==> src/rtl/pipeline_run_sequencer_if.sv <==
// Run-control bundle between pipeline_run_sequencer (master) and the cores/monitors (slave).
// Carries restart/halt requests in and load/reset/run status out.
interface pipeline_run_sequencer_if #(
  parameter int NUM_CORES = 1,
  parameter int CNT_W     = 16
);
  logic                 start;
  logic [NUM_CORES-1:0] halt;
  logic                 mem_init_n;
  logic [NUM_CORES-1:0] cpu_rst_n;
  logic                 running;
  logic                 done;
  logic                 timeout;
  logic [NUM_CORES-1:0] halted_mask;
  logic [CNT_W-1:0]     cycle_count;

  modport master (
    input  start, halt,
    output mem_init_n, cpu_rst_n, running, done, timeout, halted_mask, cycle_count
  );

  modport slave (
    output start, halt,
    input  mem_init_n, cpu_rst_n, running, done, timeout, halted_mask, cycle_count
  );
endinterface

==> src/rtl/pipeline_run_sequencer.sv <==
// Run-control sequencer: memory load, settle, staggered per-core reset release, bounded run.
// Optional macro SEQ_RESTART_EN: start in DONE re-enters LOAD; otherwise DONE is terminal.
//
// state    | meaning
// LOAD     | mem_init_n low, memories accept preload, cores held in reset
// SETTLE   | memories loaded, cores still held in reset
// CORE_RST | cores released one by one as the phase counter hits each threshold
// RUN      | cores executing, halts accumulated, run cycles counted
// DONE     | run finished, status frozen for inspection
module pipeline_run_sequencer #(
  parameter int NUM_CORES      = 1,
  parameter int LOAD_CYCLES    = 6,
  parameter int SETTLE_CYCLES  = 10,
  parameter int CPU_RST_CYCLES = 9,
  parameter int STAGGER        = 0,
  parameter int RUN_CYCLES     = 50,
  parameter int CNT_W          = 16
) (
  input  logic SysCLK,
  input  logic SysRST,
  pipeline_run_sequencer_if.master bus
);

  localparam int LOAD_N    = (LOAD_CYCLES    < 1) ? 1 : LOAD_CYCLES;
  localparam int SETTLE_N  = (SETTLE_CYCLES  < 1) ? 1 : SETTLE_CYCLES;
  localparam int CPU_RST_N = (CPU_RST_CYCLES < 1) ? 1 : CPU_RST_CYCLES;
  localparam int RUN_N     = (RUN_CYCLES     < 1) ? 1 : RUN_CYCLES;

  localparam logic [CNT_W-1:0] LOAD_END   = CNT_W'(LOAD_N);
  localparam logic [CNT_W-1:0] SETTLE_END = CNT_W'(SETTLE_N);
  localparam logic [CNT_W-1:0] RUN_END    = CNT_W'(RUN_N);

  typedef enum logic [2:0] {
    S_LOAD     = 3'd0,
    S_SETTLE   = 3'd1,
    S_CORE_RST = 3'd2,
    S_RUN      = 3'd3,
    S_DONE     = 3'd4
  } state_t;

  state_t               state_q, state_d;
  logic [CNT_W-1:0]     phase_q, phase_d;
  logic                 mem_init_q, mem_init_d;
  logic [NUM_CORES-1:0] cpu_rst_q, cpu_rst_d;
  logic                 running_q, running_d;
  logic                 done_q, done_d;
  logic                 timeout_q, timeout_d;
  logic [NUM_CORES-1:0] mask_q, mask_d;
  logic [CNT_W-1:0]     count_q, count_d;

  logic [CNT_W-1:0]     phase_inc;
  logic [CNT_W-1:0]     count_inc;
  logic [NUM_CORES-1:0] halt_acc;
  logic [CNT_W-1:0]     rel_at [NUM_CORES];

  // Core k leaves reset when the CORE_RST phase counter reaches this value.
  for (genvar k = 0; k < NUM_CORES; k++) begin : g_rel
    assign rel_at[k] = CNT_W'(CPU_RST_N + k * STAGGER);
  end

  assign phase_inc = phase_q + CNT_W'(1);
  assign count_inc = count_q + CNT_W'(1);
  assign halt_acc  = mask_q | bus.halt;

  always_ff @(posedge SysCLK or negedge SysRST) begin
    if (!SysRST) begin
      state_q    <= S_LOAD;
      phase_q    <= '0;
      mem_init_q <= 1'b0;
      cpu_rst_q  <= '0;
      running_q  <= 1'b0;
      done_q     <= 1'b0;
      timeout_q  <= 1'b0;
      mask_q     <= '0;
      count_q    <= '0;
    end else begin
      state_q    <= state_d;
      phase_q    <= phase_d;
      mem_init_q <= mem_init_d;
      cpu_rst_q  <= cpu_rst_d;
      running_q  <= running_d;
      done_q     <= done_d;
      timeout_q  <= timeout_d;
      mask_q     <= mask_d;
      count_q    <= count_d;
    end
  end

  always_comb begin
    state_d    = state_q;
    phase_d    = phase_inc;
    mem_init_d = mem_init_q;
    cpu_rst_d  = cpu_rst_q;
    running_d  = running_q;
    done_d     = done_q;
    timeout_d  = timeout_q;
    mask_d     = mask_q;
    count_d    = count_q;

    unique case (state_q)
      S_LOAD: begin
        if (phase_inc == LOAD_END) begin
          state_d    = S_SETTLE;
          phase_d    = '0;
          mem_init_d = 1'b1;
        end
      end

      S_SETTLE: begin
        if (phase_inc == SETTLE_END) begin
          state_d = S_CORE_RST;
          phase_d = '0;
        end
      end

      S_CORE_RST: begin
        for (int k = 0; k < NUM_CORES; k++) begin
          if (phase_inc == rel_at[k]) cpu_rst_d[k] = 1'b1;
        end
        // The last core has the largest threshold, so its release ends the phase.
        if (phase_inc == rel_at[NUM_CORES-1]) begin
          state_d   = S_RUN;
          phase_d   = '0;
          cpu_rst_d = '1;
          running_d = 1'b1;
        end
      end

      S_RUN: begin
        phase_d = '0;
        count_d = count_inc;
        mask_d  = halt_acc;
        if (&halt_acc) begin
          state_d   = S_DONE;
          running_d = 1'b0;
          done_d    = 1'b1;
          timeout_d = 1'b0;
        end else if (count_inc == RUN_END) begin
          state_d   = S_DONE;
          running_d = 1'b0;
          done_d    = 1'b1;
          timeout_d = 1'b1;
        end
      end

      S_DONE: begin
        phase_d = '0;
`ifdef SEQ_RESTART_EN
        if (bus.start) begin
          state_d    = S_LOAD;
          mem_init_d = 1'b0;
          cpu_rst_d  = '0;
          running_d  = 1'b0;
          done_d     = 1'b0;
          timeout_d  = 1'b0;
          mask_d     = '0;
          count_d    = '0;
        end
`endif
      end

      default: begin
        state_d = S_LOAD;
        phase_d = '0;
      end
    endcase
  end

`ifndef SEQ_RESTART_EN
  logic unused_start;
  assign unused_start = bus.start;
`endif

  assign bus.mem_init_n  = mem_init_q;
  assign bus.cpu_rst_n   = cpu_rst_q;
  assign bus.running     = running_q;
  assign bus.done        = done_q;
  assign bus.timeout     = timeout_q;
  assign bus.halted_mask = mask_q;
  assign bus.cycle_count = count_q;

endmodule
==> src/flat_wrapper.sv <==
// flat-port wrapper written by rule: the top's interface ports become plain ports
module pipeline_run_sequencer_flat 
#(
  parameter int NUM_CORES      = 1,
  parameter int LOAD_CYCLES    = 6,
  parameter int SETTLE_CYCLES  = 10,
  parameter int CPU_RST_CYCLES = 9,
  parameter int STAGGER        = 0,
  parameter int RUN_CYCLES     = 50,
  parameter int CNT_W          = 16
)
  (SysCLK, SysRST, bus_start, bus_halt, bus_mem_init_n, bus_cpu_rst_n, bus_running, bus_done, bus_timeout, bus_halted_mask, bus_cycle_count);
  pipeline_run_sequencer_if #(.NUM_CORES(NUM_CORES), .CNT_W(CNT_W)) bus_i ();
  input  logic SysCLK;
  input  logic SysRST;
  input wire logic [$bits(bus_i.start)-1:0] bus_start;
  input wire logic [$bits(bus_i.halt)-1:0] bus_halt;
  output wire logic [$bits(bus_i.mem_init_n)-1:0] bus_mem_init_n;
  output wire logic [$bits(bus_i.cpu_rst_n)-1:0] bus_cpu_rst_n;
  output wire logic [$bits(bus_i.running)-1:0] bus_running;
  output wire logic [$bits(bus_i.done)-1:0] bus_done;
  output wire logic [$bits(bus_i.timeout)-1:0] bus_timeout;
  output wire logic [$bits(bus_i.halted_mask)-1:0] bus_halted_mask;
  output wire logic [$bits(bus_i.cycle_count)-1:0] bus_cycle_count;
  assign bus_i.start = bus_start;
  assign bus_i.halt = bus_halt;
  assign bus_mem_init_n = bus_i.mem_init_n;
  assign bus_cpu_rst_n = bus_i.cpu_rst_n;
  assign bus_running = bus_i.running;
  assign bus_done = bus_i.done;
  assign bus_timeout = bus_i.timeout;
  assign bus_halted_mask = bus_i.halted_mask;
  assign bus_cycle_count = bus_i.cycle_count;
  pipeline_run_sequencer #(.NUM_CORES(NUM_CORES), .LOAD_CYCLES(LOAD_CYCLES), .SETTLE_CYCLES(SETTLE_CYCLES), .CPU_RST_CYCLES(CPU_RST_CYCLES), .STAGGER(STAGGER), .RUN_CYCLES(RUN_CYCLES), .CNT_W(CNT_W)) u_core (.SysCLK(SysCLK), .SysRST(SysRST), .bus(bus_i));
endmodule
==> config.mk <==
export PLATFORM = sky130hd
export DESIGN_NAME = pipeline_run_sequencer_flat
export DESIGN_NICKNAME = d
export VERILOG_FILES = /design/src/rtl/pipeline_run_sequencer_if.sv /design/src/rtl/pipeline_run_sequencer.sv /design/src/flat_wrapper.sv
export SDC_FILE = /design/constraint.sdc
export NUM_CORES = 1
export LEC_CHECK = 0
export ABC_AREA = 1
export BUFFER_PORTS_ARGS = -buffer_cell sky130_fd_sc_hd__buf_2
export CAP_MARGIN = 20
export CORE_MARGIN = 3
export CORE_UTILIZATION = 35
export DETAILED_ROUTE_END_ITERATION = 16
export GPL_TIMING_DRIVEN = 1
export MAX_ROUTING_LAYER = met4
export SLEW_MARGIN = 10
export SYNTH_ARGS = -nofsm -noshare
export SYNTH_HDL_FRONTEND = slang
export SYNTH_SLANG_ARGS = --single-unit
==> constraint.sdc <==
create_clock -name SysCLK -period 1.85 [get_ports SysCLK]
set_input_delay 0.2775 -clock SysCLK [delete_from_list [all_inputs] [get_ports SysCLK]]
set_output_delay 0.2775 -clock SysCLK [all_outputs]
set_load 0.005 [all_outputs]
==> qor.txt <==
=================================================================================================================
Status                                                                                               complete, but fails checks
Failing checks                                                                                       negative setup slack
Pin count of the biggest net entering global routing                                                           27
Buf/Inv on CP                                                                                                   2
Kind of launch point of the worst setup path                                                             register
Path class of the lowest-slack min-delay path                                                        primary input to async pin
Overall overflow remaining after global route                                                                   0
Most used cell, CP                                                                                        nand2_2
H-Tree Depth                                                                                                    2
Overall Global Routing Usage                                                                                15.3%
Die ar.                                                                                               0.00810 mm²
Number of antenna violations at the first check in global routing                                               0
Worst skew pair latency                                                                                   0.29 ns
Routed vias/inst                                                                                             4.72
Required time at the endpoint of the critical path                                                        2.02 ns
LEAKAGE                                                                                                   1.64 nW
Number of maximum-capacitance constraint violations                                                             0
Router iterations before antenna repair                                                                         5
Highest-count cells in the layout ignoring fill and taps                                             nand2_1 (95), buf_4 (48), nor2_1 (42), inv_1 (40), dfrtp_1 (38)
Placed inst area                                                                                      0.00306 mm²
Register area share after synthesis                                                                         41.5%
Post-CTS Hold Buffers                                                                                           0
Share of the synthesized area in the top cell type                                                          41.5%
Fraction of the mapped netlist area in simple logic gates                                                   40.2%
Number of nets in the layout                                                                                  441
Number of inserted diodes                                                                                       0
Fraction of layout instances using a drive strength above 1                                                 35.6%
Number of failing hold endpoints at the final stage                                                             0
Detailed-route via count                                                                                     2478
Num CTS Buffers                                                                                                 5
Post-Layout Cell Count                                                                                        525
Final estimated routing congestion in global placement                                                      0.845
Crit. End Element                                                                                        register
CTS Root Buffer Type                                                                                     clkbuf_8
Critical Setup Path Class                                                                            register to register
Number of input and output port buffers inserted                                                               24
Power consumption                                                                                       0.00351 W
Share of the synthesized netlist area taken by xor and xnor gates                                           2.13%
Post-route fraction of the period consumed by the critical path                                              113%
Worst reg-to-reg setup slack                                                                             -0.24 ns
Overall die width                                                                                         90.0 µm
Most common cell after layout, fill and taps aside                                                        nand2_1
Post-synthesis average cell area                                                                         7.02 µm²
Capture point of the worst reg-to-reg path                                                           u_core.phase_q[3]$_DFF_PN0_
Total core area                                                                                       0.00660 mm²
Launch point of the worst reg-to-reg path                                                            u_core.phase_q[1]$_DFF_PN0_
Final critical delay including setup and external delays                                                  2.09 ns
Final worst clock skew                                                                                 0.00815 ns
Routed WL                                                                                                 6040 µm
Cell area power density                                                                               1030 mW/mm²
Summed negative setup slack over all endpoints                                                           -4.34 ns
Synthesis-stage register bit count                                                                             41
Number of placed instances, taps included                                                                     512
Boundary pin count                                                                                             26
Number of pins with negative max-slew slack in the final report                                                 0
Compound-cell area share of the yosys netlist                                                               5.16%
First-pass GRT wire length                                                                               10200 µm
FF-to-FF path depth                                                                                            15
Average routed wire per standard cell                                                                     11.5 µm
Maximum resistive drop on vdd                                                                          0.000694 V
Residual DRC                                                                                                    0
Sum of net half-perimeters after detailed placement                                                       4400 µm
Starting DRC count in detailed routing                                                                         74
Syn-to-layout area delta                                                                                    38.2%
Layout Cell Area excl Fill                                                                            0.00342 mm²
Number of placement rows                                                                                       29
Cell count after synthesis                                                                                    352
RSZ-0062 raised after global routing                                                                          yes
Highest cell delay on the worst timing path                                                               0.35 ns
Synth top area cells                                                                                 dfrtp_1 (42%), nand2_1 (17%), nor2_1 (7.7%)
Final count of negative-setup-slack endpoints                                                                  21
Setup WS post-layout                                                                                    -0.242 ns
Synthesis Warnings                                                                                              0
Library cell occupying the most area in the post-synthesis netlist                                        dfrtp_1
Largest family of logic cells by synthesized area                                                    simple AND/OR/NAND/NOR gates
Final Hold Slack                                                                                       0.00811 ns
Launch point of the critical path                                                                    u_core.phase_q[1]$_DFF_PN0_
Routed Antenna Nets                                                                                             0
Clock slew at the register clock pins of the worst setup and hold paths                                   0.08 ns
Cell family contributing the most delay on the critical path                                         simple AND/OR/NAND/NOR gates
Effective utilization at floorplan                                                                          37.4%
Crit Path Max Fanout                                                                                            8
Multiplexer share of the synthesized area                                                                      0%
Slew HR                                                                                                     56.8%
Highest clock rate                                                                                        478 MHz
Clock sink total                                                                                               41
Data arrival time of the critical path                                                                    2.26 ns
CTS tree                                                                                                     done
Area of the mapped netlist                                                                            0.00247 mm²
Total nets after synthesis                                                                                    361
Arithmetic-cell share of the synthesized area counting full adders, half adders and majority gates          2.53%
Vertical die dimension                                                                                    90.0 µm
Number of buffers between clock root and the deepest sink                                                       2
Count of different cell masters after synthesis                                                                22
Via count of the first global-routing pass                                                                   2364
Cell with the largest stage delay on the worst path                                                       dfrtp_1
Cells along the critical path                                                                        ha_2, nand2_2, nor2_4, nand2_2, nand2_1, nand2_1, nor2_1, nand2_2, buf_6, nor2_4, nand3_2, nand2_2, and3_4, buf_6, nor2_1
Tightest Pin Transition                                                                                  0.647 ns
=================================================================================================================
==> synthesized netlist by cell type <==
library cell,n
and3_1,1
o21bai_1,3
dfrtp_1,41
a31oi_1,4
buf_8,1
nand3_1,30
buf_6,1
ha_1,5
nand2_2,2
o21ai_0,16
clkbuf_1,3
nor2_1,51
xor2_1,5
or2_2,3
nand3b_1,4
nor2_2,8
nor2_4,4
nand2_1,110
nand4_1,8
xnor2_1,1
nor3_1,5
inv_1,46
==> cell type report <==
type	instances	area, µm²
Clock buffer	6	72.6
Sequential cell	41	1030
Timing Repair Buffer	78	548
Multi-Input combinational cell	260	1470
Inverter	46	173
Fill cell	678	3190
Clock inverter	1	5.00
Tap cell	93	116
==> cell families after synthesis <==
logic type | count (synthesis)
simple gates | 226
buf+inv | 51
flops | 41
compound gates | 23
xor+xnor | 6
fa+ha+maj | 5
==> power breakdown <==
| part | leakage (nW) | total (W) | internal, W | switching [W] |
|---|---|---|---|---|
| sequential | 0.526 | 0.00124 | 0.00107 | 0.000170 |
| clock | 0.0410 | 0.000553 | 0.000257 | 0.000296 |
| combinational | 1.08 | 0.00172 | 0.000764 | 0.000957 |
==> worst max-delay path by stage <==
stage | depth (start not counted) | slack, ns | to
floorplan | 13 | -0.15 | u_core.phase_q[3]$_DFF_PN0_
CTS | 17 | -0.20 | u_core.state_q[0]$_DFFE_PN0P_
global route | 15 | -0.38 | u_core.phase_q[3]$_DFF_PN0_
detailed placement | 15 | -0.18 | u_core.state_q[0]$_DFFE_PN0P_
global placement | 13 | -0.17 | u_core.state_q[0]$_DFFE_PN0P_
finish | 15 | -0.24 | u_core.phase_q[3]$_DFF_PN0_
==> state kept, by name, indices dropped and copies added, names as in the netlist <==
name / flops
u_core.phase_q: 16
u_core.bus.cycle_count: 16
u_core.state_q: 3
u_core.bus.done: 1
u_core.bus.cpu_rst_n: 1
u_core.bus.halted_mask: 1
u_core.bus.timeout: 1
u_core.bus.running: 1
u_core.bus.mem_init_n: 1
==> stage by stage <==
stage,setup slack [ns],utilization [%]
after floorplan,-0.146,-
after global placement,-0.170,46.3
after detailed placement,-0.180,46.3
after CTS,-0.205,48.6
after global routing,-0.380,51.7
final,-0.242,51.7
==> routing by layer <==
metal  up-vias  part of all wire [%]  global-route usage (%)
met4         0                   1.1                    4.59
li1       1267                     -                       -
met3         7                   3.1                    2.25
met1      1163                    48                    19.3
met2        41                    48                    25.5
met5         -                     0                       -
==> worst register-to-register path: cells and delay by family (launching register included) <==
kind,cells,cell delay [ns]
adders and majority gates,1,0.21
buffers and inverters,2,0.27
DFF,1,0.35
and+or+nand+nor,12,1.15
==> what timing repair did <==
item / 4_1_cts / 5_1_grt
resized for setup: 14 / 55
setup buffers: 2 / 4
pin swaps: 9 / 21
cloned: 0 / 0
endpoints found under the setup margin: 24 / 24
Note: power is estimated with default switching activity, not from simulation.
